--- src/rtl/vmem_pkg.sv ---
// vmem_pkg: shared types and constants for the vector memory-stage unit.
//   state_t     - access FSM states (IDLE, ACCESS, DONE)
//   TIMEOUT     - wait cycles without an ack before abandoning a beat
//                 (only used when VMEM_TIMEOUT_EN is defined)
//   calc_lanes  - number of N-bit lanes in a V-bit vector
package vmem_pkg;

  typedef enum logic [1:0] {
    IDLE   = 2'd0,
    ACCESS = 2'd1,
    DONE   = 2'd2
  } state_t;

  localparam int unsigned TIMEOUT = 255;

  function automatic int unsigned calc_lanes(input int unsigned v, input int unsigned n);
    return v / n;
  endfunction

endpackage

--- src/rtl/vec_mem_unit_if.sv ---
// vec_mem_unit_if: 32-bit data-memory req/ack bus.
//   mem_req   - request valid, held until mem_ack
//   mem_we    - 1 = write
//   mem_addr  - word address
//   mem_wdata - write data
//   mem_ack   - request accepted/completed this cycle
//   mem_rdata - read data, valid with mem_ack
// master = access unit, slave = memory.
interface vec_mem_unit_if #(
  parameter int unsigned N = 32
);

  logic         mem_req;
  logic         mem_we;
  logic [N-1:0] mem_addr;
  logic [N-1:0] mem_wdata;
  logic         mem_ack;
  logic [N-1:0] mem_rdata;

  modport master (
    output mem_req, mem_we, mem_addr, mem_wdata,
    input  mem_ack, mem_rdata
  );

  modport slave (
    input  mem_req, mem_we, mem_addr, mem_wdata,
    output mem_ack, mem_rdata
  );

endinterface

--- src/rtl/register.sv ---
// register: N-bit capture register with synchronous active-high reset.
//   clk, rst - clock, reset (q cleared to 0)
//   wen      - capture strobe; q <= d when high
//   d, q     - data in / held value
module register #(
  parameter int unsigned N = 32
) (
  input  logic         clk,
  input  logic         rst,
  input  logic         wen,
  input  logic [N-1:0] d,
  output logic [N-1:0] q
);

  always_ff @(posedge clk) begin
    if (rst) begin
      q <= '0;
    end else if (wen) begin
      q <= d;
    end
  end

endmodule

--- src/rtl/vec_mem_unit.sv ---
// vec_mem_unit: memory-stage access unit. Performs scalar accesses and
// vector gather/scatter (one N-bit word per lane, lane 0 first) against a
// req/ack data memory and stalls the upstream pipeline until done.
// Ports:
//   clk, rst                  - clock, synchronous active-high reset
//   regw_M/memw_M/regmem_M    - M-stage controls (store has priority over load)
//   vec_M                     - 1 = vector access
//   regScr_M                  - destination index, returned on regScr_out
//   ALUrslt_M / address_M     - scalar store data / address
//   regrsltV_M / v_address_M  - per-lane store data / addresses
//   mem                       - memory bus (vec_mem_unit_if.master)
//   stall                     - combinational hold for IF..EM registers
//   ld_data / ld_dataV        - last scalar / vector load result
//   op_done                   - one-cycle pulse when an operation finishes
//   regScr_out                - destination index of the finished operation
//   err                       - sticky timeout flag (VMEM_TIMEOUT_EN only)
// Build option: define VMEM_TIMEOUT_EN to abandon a beat after TIMEOUT
// cycles without mem_ack and raise err.
import vmem_pkg::*;

module vec_mem_unit #(
  parameter int unsigned V = 128,
  parameter int unsigned N = 32,
  parameter int unsigned M = 4
) (
  input  logic          clk,
  input  logic          rst,
  input  logic          regw_M,
  input  logic          memw_M,
  input  logic          regmem_M,
  input  logic          vec_M,
  input  logic [M-1:0]  regScr_M,
  input  logic [N-1:0]  ALUrslt_M,
  input  logic [N-1:0]  address_M,
  input  logic [V-1:0]  regrsltV_M,
  input  logic [V-1:0]  v_address_M,
  vec_mem_unit_if.master mem,
  output logic          stall,
  output logic [N-1:0]  ld_data,
  output logic [V-1:0]  ld_dataV,
  output logic          op_done,
  output logic [M-1:0]  regScr_out
`ifdef VMEM_TIMEOUT_EN
  ,
  output logic          err
`endif
);

  localparam int unsigned LANES = calc_lanes(V, N);
  localparam int unsigned CNT_W = (LANES > 1) ? $clog2(LANES) : 1;

  state_t             r_state;
  state_t             w_next;
  logic [CNT_W-1:0]   r_cnt;
  logic               w_req;
  logic               w_cap;
  logic               w_last;
  logic               w_we_cap;
  logic               w_vec_cap;
  logic [1:0]         w_ctl_cap;
  logic [N-1:0]       w_addr_cap;
  logic [N-1:0]       w_data_cap;
  logic [V-1:0]       w_vaddr_cap;
  logic [V-1:0]       w_vdata_cap;
  logic               w_timeout;
  logic               w_unused_ok;

  // regw_M only travels with the instruction; the unit never acts on it
  assign w_unused_ok = regw_M;

  assign w_req = memw_M | regmem_M;
  assign w_cap = (r_state == IDLE) && w_req;

  // Operand capture, frozen for the whole operation
  register #(.N(2)) u_cap_ctl (
    .clk(clk), .rst(rst), .wen(w_cap), .d({memw_M, vec_M}), .q(w_ctl_cap)
  );
  register #(.N(N)) u_cap_addr (
    .clk(clk), .rst(rst), .wen(w_cap), .d(address_M), .q(w_addr_cap)
  );
  register #(.N(N)) u_cap_data (
    .clk(clk), .rst(rst), .wen(w_cap), .d(ALUrslt_M), .q(w_data_cap)
  );
  register #(.N(V)) u_cap_vaddr (
    .clk(clk), .rst(rst), .wen(w_cap), .d(v_address_M), .q(w_vaddr_cap)
  );
  register #(.N(V)) u_cap_vdata (
    .clk(clk), .rst(rst), .wen(w_cap), .d(regrsltV_M), .q(w_vdata_cap)
  );
  register #(.N(M)) u_cap_dst (
    .clk(clk), .rst(rst), .wen(w_cap), .d(regScr_M), .q(regScr_out)
  );

  assign w_we_cap  = w_ctl_cap[1];
  assign w_vec_cap = w_ctl_cap[0];
  assign w_last    = w_vec_cap ? (r_cnt == CNT_W'(LANES - 1)) : 1'b1;

`ifdef VMEM_TIMEOUT_EN
  localparam int unsigned WAIT_W = $clog2(TIMEOUT + 1);
  logic [WAIT_W-1:0] r_wait;

  // r_wait holds the waits already spent on this beat; this cycle is one more
  assign w_timeout = (r_state == ACCESS) && !mem.mem_ack &&
                     (r_wait == WAIT_W'(TIMEOUT - 1));

  // Wait counter and sticky error flag
  always_ff @(posedge clk) begin
    if (rst) begin
      r_wait <= '0;
      err    <= 1'b0;
    end else begin
      if (w_cap || mem.mem_ack || r_state != ACCESS) begin
        r_wait <= '0;
      end else begin
        r_wait <= r_wait + WAIT_W'(1);
      end
      if (w_timeout) begin
        err <= 1'b1;
      end
    end
  end
`else
  assign w_timeout = 1'b0;
`endif

  // State register
  always_ff @(posedge clk) begin
    if (rst) begin
      r_state <= IDLE;
    end else begin
      r_state <= w_next;
    end
  end

  // Next state and bus/pipeline outputs
  always_comb begin
    w_next        = r_state;
    mem.mem_req   = 1'b0;
    mem.mem_we    = 1'b0;
    mem.mem_addr  = w_vec_cap ? w_vaddr_cap[r_cnt*N +: N] : w_addr_cap;
    mem.mem_wdata = w_vec_cap ? w_vdata_cap[r_cnt*N +: N] : w_data_cap;
    stall         = 1'b0;
    op_done       = 1'b0;
    case (r_state)
      IDLE: begin
        stall = w_req;
        if (w_req) begin
          w_next = ACCESS;
        end
      end
      ACCESS: begin
        stall       = 1'b1;
        mem.mem_req = 1'b1;
        mem.mem_we  = w_we_cap;
        if ((mem.mem_ack && w_last) || w_timeout) begin
          w_next = DONE;
        end
      end
      DONE: begin
        op_done = 1'b1;
        w_next  = IDLE;
      end
      default: w_next = IDLE;
    endcase
  end

  // Lane counter and load result registers
  always_ff @(posedge clk) begin
    if (rst) begin
      r_cnt    <= '0;
      ld_data  <= '0;
      ld_dataV <= '0;
    end else if (w_cap) begin
      r_cnt <= '0;
      // A load starts from a clean result so unfilled lanes read 0
      if (!memw_M) begin
        if (vec_M) begin
          ld_dataV <= '0;
        end else begin
          ld_data <= '0;
        end
      end
    end else if (r_state == ACCESS && mem.mem_ack) begin
      if (!w_we_cap) begin
        if (w_vec_cap) begin
          ld_dataV[r_cnt*N +: N] <= mem.mem_rdata;
        end else begin
          ld_data <= mem.mem_rdata;
        end
      end
      if (!w_last) begin
        r_cnt <= r_cnt + CNT_W'(1);
      end
    end
  end

endmodule

--- src/flat_wrapper.sv ---
// flat-port wrapper written by rule: the top's interface ports become plain ports
module vec_mem_unit_flat 
#(
  parameter int unsigned V = 128,
  parameter int unsigned N = 32,
  parameter int unsigned M = 4
)
  (clk, rst, regw_M, memw_M, regmem_M, vec_M, regScr_M, ALUrslt_M, address_M, regrsltV_M, v_address_M, stall, ld_data, ld_dataV, op_done, regScr_out, mem_mem_req, mem_mem_we, mem_mem_addr, mem_mem_wdata, mem_mem_ack, mem_mem_rdata);
  vec_mem_unit_if #(.N(N)) mem_i ();
  input  logic clk;
  input  logic rst;
  input  logic regw_M;
  input  logic memw_M;
  input  logic regmem_M;
  input  logic vec_M;
  input  logic [M-1:0] regScr_M;
  input  logic [N-1:0] ALUrslt_M;
  input  logic [N-1:0] address_M;
  input  logic [V-1:0] regrsltV_M;
  input  logic [V-1:0] v_address_M;
  output logic stall;
  output logic [N-1:0] ld_data;
  output logic [V-1:0] ld_dataV;
  output logic op_done;
  output logic [M-1:0] regScr_out;
  output wire logic [$bits(mem_i.mem_req)-1:0] mem_mem_req;
  output wire logic [$bits(mem_i.mem_we)-1:0] mem_mem_we;
  output wire logic [$bits(mem_i.mem_addr)-1:0] mem_mem_addr;
  output wire logic [$bits(mem_i.mem_wdata)-1:0] mem_mem_wdata;
  input wire logic [$bits(mem_i.mem_ack)-1:0] mem_mem_ack;
  input wire logic [$bits(mem_i.mem_rdata)-1:0] mem_mem_rdata;
  assign mem_mem_req = mem_i.mem_req;
  assign mem_mem_we = mem_i.mem_we;
  assign mem_mem_addr = mem_i.mem_addr;
  assign mem_mem_wdata = mem_i.mem_wdata;
  assign mem_i.mem_ack = mem_mem_ack;
  assign mem_i.mem_rdata = mem_mem_rdata;
  vec_mem_unit #(.V(V), .N(N), .M(M)) u_core (.clk(clk), .rst(rst), .regw_M(regw_M), .memw_M(memw_M), .regmem_M(regmem_M), .vec_M(vec_M), .regScr_M(regScr_M), .ALUrslt_M(ALUrslt_M), .address_M(address_M), .regrsltV_M(regrsltV_M), .v_address_M(v_address_M), .mem(mem_i), .stall(stall), .ld_data(ld_data), .ld_dataV(ld_dataV), .op_done(op_done), .regScr_out(regScr_out));
endmodule
--- config.mk ---
export PLATFORM = sky130hd
export DESIGN_NAME = vec_mem_unit_flat
export DESIGN_NICKNAME = d
export VERILOG_FILES = /design/src/rtl/vmem_pkg.sv /design/src/rtl/vec_mem_unit_if.sv /design/src/rtl/register.sv /design/src/rtl/vec_mem_unit.sv /design/src/flat_wrapper.sv
export SDC_FILE = /design/constraint.sdc
export NUM_CORES = 1
export LEC_CHECK = 0
export BUFFER_PORTS_ARGS = -buffer_cell sky130_fd_sc_hd__buf_2
export CAP_MARGIN = 20
export CELL_PAD_IN_SITES_DETAIL_PLACEMENT = 2
export CELL_PAD_IN_SITES_GLOBAL_PLACEMENT = 2
export CORE_MARGIN = 2
export CORE_UTILIZATION = 30
export CTS_CLUSTER_DIAMETER = 100
export DETAILED_ROUTE_END_ITERATION = 6
export PLACE_DENSITY_LB_ADDON = 0.12
export SYNTH_ARGS = -nofsm -noshare
export SYNTH_HDL_FRONTEND = slang
export SYNTH_HIERARCHICAL = 1
export SYNTH_SLANG_ARGS = --single-unit
--- constraint.sdc ---
create_clock -name clk -period 2.5 [get_ports clk]
set_clock_uncertainty 0.15 [all_clocks]
set_input_delay 0.25 -clock clk [delete_from_list [all_inputs] [get_ports clk]]
set_output_delay 0.25 -clock clk [all_outputs]
set_load 0.05 [all_outputs]
==> flow_metrics.py <==
metrics = {
    "detailed_routing": {
        "highest-signal-layer": "met5",
        "met1_wire_length_mm": 34.9,
        "vias": 18700,
        "routed-wl-met3_mm": 4.42,
        "detail_routed_net_length_per_standard_cell_um": 23.1,
        "drt_drc_violations_left": 0,
        "drtIter0Drc": 643,
        "ant_nets": 0,
        "viasPerCell": 4.73,
        "drt_first_pass_iters": 4,
        "route.final.wire_length_mm": 91.3,
        "detailroute.wirelength.met2_mm": 48.7,
    },
    "die": {
        "die-width_um": 274,
        "num_rows": 98,
        "design.portCount": 595,
        "initial_utilization": 0.304,
        "die_height_um": 274,
        "design.die.area_um2": 74900,
        "core-area_um2": 71700,
    },
    "yosys": {
        "synthDistinctLibCells": 46,
        "syn_nets": 2349,
        "synth.yosys.seq_area_share": 0.450,
        "post_synthesis_mean_instance_area_um2": 11.0,
        "synth_edf_count": 0,
        "synth-warning-count": 6,
        "postSynth.topFlopCell": "sky130_fd_sc_hd__dfxtp_1",
        "synth_cells": 1980,
        "async_reset_ff_frac": 0,
        "netlist_area_um2": 21800,
        "synth_seq_cells": 490,
    },
    "worst_setup_path": {
        "start_kind": "register",
        "crit-reg2reg-capture": "u_core/ld_dataV[100]",
        "max_stage_delay_ns": 0.59,
        "worst-endpoint-required_ns": 2.10,
        "slowest_stage_cell_on_the_critical_path": "sky130_fd_sc_hd__mux4_2",
        "regToRegStartpoint": "u_core/r_cnt[0]",
        "cp_cell_sequence": "buf_12, buf_16, mux4_2, mux2_4, buf_6",
        "critical_path.max_fanout": 7,
        "worstPathBufferInverterCount": 3,
        "r2r_cells": 10,
        "cp_data_arrival_time_ns": 2.36,
        "critical_path.endpoint_type": "output pin",
        "setup.worst_path.class": "register to output pin",
        "cp_top_family": "multiplexers",
        "reg2reg_slack_ns": 0.12,
    },
    "cells_and_area": {
        "fin_cells": 3951,
        "finish.utilization": 0.448,
        "final_design_area_no_fill_um2": 32100,
        "layout.nets": 3304,
        "synthToLayoutAreaGrowth_pct": 47.4,
        "drive_gt1_frac": 0.324,
    },
    "sta": {
        "fin_crit_ns": 2.76,
        "finalSetupViolCount": 64,
        "worst_slack_setup_final_ns": -0.262,
        "final_hold_viol_count": 0,
        "worst_hold_slack_ns": 0.0488,
        "slew_headroom": 0.600,
        "timing.final.max_slew_violations": 0,
        "worst_slew_pin_slew_ns": 0.600,
        "fin_setup_tns_ns": -10.76,
        "rsz0062_at_grt": "true",
        "max_clock_freq_mhz": 362,
        "period_share": 1.10,
    },
    "clock_tree": {
        "clock_sink_count": 490,
        "cts_max_path_buffers": 3,
        "buffer_cell_driving_the_clock_tree_root": "sky130_fd_sc_hd__clkbuf_16",
        "cts.clk_slew.worst_paths_ns": 0.06,
        "clock_tree.htree_level_count": 2,
        "cts_buffers": 58,
        "tritoncts_clock_tree": "built",
        "insertion_delay_ns": 0.61,
    },
    "placed_design": {
        "routability_congestion_estimate": 0.800,
        "worst_setup_timing_slack_at_the_placement_stage_ns": 0.0439,
        "placed_instance_count": 3439,
        "dp.final_hpwl_mm": 56.8,
        "placed_cell_area_um2": 25500,
        "numPortBuffers": 593,
    },
    "worst_hold_path": {
        "holdPathEnd": "u_core/ld_dataV[118]",
        "timing.hold.worst_path_depth": 4,
        "worstHoldStart": "mem_mem_rdata[22]",
        "class_of_the_tightest_hold_or_removal_check": "input pin to register",
    },
    "grt": {
        "first_pass_grt_wire_length_mm": 134,
        "grt_overflow": 0,
        "grt_antenna_before_repair": 27,
        "global_route.usage.total": 0.234,
        "grt_max_degree": 100,
        "first_global_vias": 21500,
    },
    "outcome": {
        "violated_checks": "negative setup slack",
        "run_status": "complete, but fails checks",
    },
    "power": {
        "p_per_area_nw_per_um2": 667,
        "vdd.ir_drop.worst_v": 0.000488,
        "design_power_total_mw": 21.4,
        "power.leakage_nw": 14.1,
    },
    "run": {
        "drv.max_cap_violation_count": 0,
    },
}
sequential cells by signal (all words and copies together), names as in the netlist:
name / flops
u_core/ld_dataV: 128
u_core/u_cap_vaddr/q: 128
u_core/u_cap_vdata/q: 128
u_core/ld_data: 32
u_core/u_cap_addr/q: 32
u_core/u_cap_data/q: 32
u_core/u_cap_dst/q: 4
u_core/r_cnt: 2
u_core/r_state: 2
u_core/u_cap_ctl/q: 2
layout make-up:
cell class | count | area (um^2)
Fill cell | 7486 | 39600
Multi-Input combinational cell | 1337 | 10800
Sequential cell | 490 | 9820
Timing Repair Buffer | 1043 | 8310
Clock buffer | 94 | 1840
Tap cell | 950 | 1190
Clock inverter | 9 | 70.1
Antenna cell | 23 | 57.6
Inverter | 4 | 41.3
Timing Repair inverter | 1 | 8.76
worst max-delay path by stage:
stage | cells past startpoint | to | start | slack (ns)
detailed placement | 8 | u_core/u_cap_dst/q[2] | memw_M | 0.04
global route | 5 | mem_mem_wdata[10] | u_core/r_cnt[0] | -0.32
finish | 5 | mem_mem_wdata[10] | u_core/r_cnt[0] | -0.26
CTS | 6 | mem_mem_wdata[16] | u_core/r_cnt[0] | -0.28
floorplan | 9 | u_core/ld_dataV[66] | u_core/r_cnt[1] | 0.06
global placement | 8 | u_core/u_cap_addr/q[0] | memw_M | 0.14
cell usage after synthesis, types with 2 or more instances:
cell type | count | area share
sky130_fd_sc_hd__nor2b_1 | 4 | 0.0011
sky130_fd_sc_hd__buf_1 | 3 | 0.00052
sky130_fd_sc_hd__nor3_1 | 2 | 0.00046
sky130_fd_sc_hd__or2b_2 | 20 | 0.0080
sky130_fd_sc_hd__and2b_2 | 26 | 0.010
sky130_fd_sc_hd__ha_1 | 6 | 0.0034
sky130_fd_sc_hd__nand3b_1 | 2 | 0.00069
sky130_fd_sc_hd__clkbuf_1 | 61 | 0.011
sky130_fd_sc_hd__buf_2 | 22 | 0.0050
sky130_fd_sc_hd__nand2b_1 | 140 | 0.040
sky130_fd_sc_hd__mux2_2 | 64 | 0.033
sky130_fd_sc_hd__buf_12 | 35 | 0.032
sky130_fd_sc_hd__buf_6 | 23 | 0.012
sky130_fd_sc_hd__mux2i_1 | 487 | 0.22
sky130_fd_sc_hd__nor2_1 | 329 | 0.057
sky130_fd_sc_hd__nand2_1 | 161 | 0.028
sky130_fd_sc_hd__inv_2 | 3 | 0.00052
sky130_fd_sc_hd__o311ai_1 | 4 | 0.0016
sky130_fd_sc_hd__dfxtp_1 | 490 | 0.45
sky130_fd_sc_hd__nand4b_1 | 2 | 0.00080
sky130_fd_sc_hd__and2b_1 | 4 | 0.0014
sky130_fd_sc_hd__a21oi_4 | 4 | 0.0030
sky130_fd_sc_hd__dlygate4sd1_1 | 2 | 0.00080
sky130_fd_sc_hd__mux4_2 | 64 | 0.066
cell families after synthesis:
| group | count (synthesis) | share of synthesized area |
|---|---|---|
| compound gates | 14 | 0.00809 |
| xor+xnor | 1 | 0.000402 |
| fa+ha+maj | 6 | 0.00344 |
| buf+inv | 153 | 0.0628 |
| flops | 490 | 0.450 |
| mux | 615 | 0.323 |
| simple gates | 701 | 0.153 |
per-layer routing:
metal  vias to the layer above  track usage
li1                       8631            -
met1                      9396        0.259
met2                       479        0.436
met3                       159       0.0477
met4                        12       0.0858
met5                         -            0
repair_timing:
| item | 4_1_cts | 5_1_grt |
|---|---|---|
| gates resized for setup | 198 | 15 |
| hold endpoints to repair | 476 | 0 |
| pin swaps | 0 | 2 |
| gates cloned | 4 | 3 |
| buffers inserted | 13 | 7 |
| endpoints found under the setup margin | 65 | 99 |
| hold buffers | 363 | 0 |
where the power goes:
part / internal, mW / leakage [nW] / switching, mW
clock network: 5.08 / 0.950 / 3.48
registers: 8.30 / 4.02 / 0.310
logic: 2.03 / 9.12 / 2.24
cells in the final DEF (no fill, tap or decap), drive strengths merged, types with 8 or more instances in the layout:
cell type,synthesis,layout
buf,84,677
dfxtp,490,490
mux2i,487,487
dlygate4sd3,0,363
nor2,330,330
nand2,161,161
nand2b,141,141
clkbuf,63,96
mux4,64,64
mux2,64,64
and2b,30,30
diode,0,23
or2b,20,20
clkinv,0,8
worst register-to-register path, stage by stage (launching register included):
cell and delay (ns):
sky130_fd_sc_hd__dfxtp_4 0.38, sky130_fd_sc_hd__buf_12 0.17, sky130_fd_sc_hd__buf_4 0.19, sky130_fd_sc_hd__inv_2 0.08
sky130_fd_sc_hd__ha_2 0.34, sky130_fd_sc_hd__nand3b_1 0.22, sky130_fd_sc_hd__a211oi_4 0.19, sky130_fd_sc_hd__buf_4 0.18
sky130_fd_sc_hd__clkbuf_16 0.20, sky130_fd_sc_hd__nand2_1 0.08, sky130_fd_sc_hd__mux2i_1 0.14
Power figures use the tool's default switching activity.
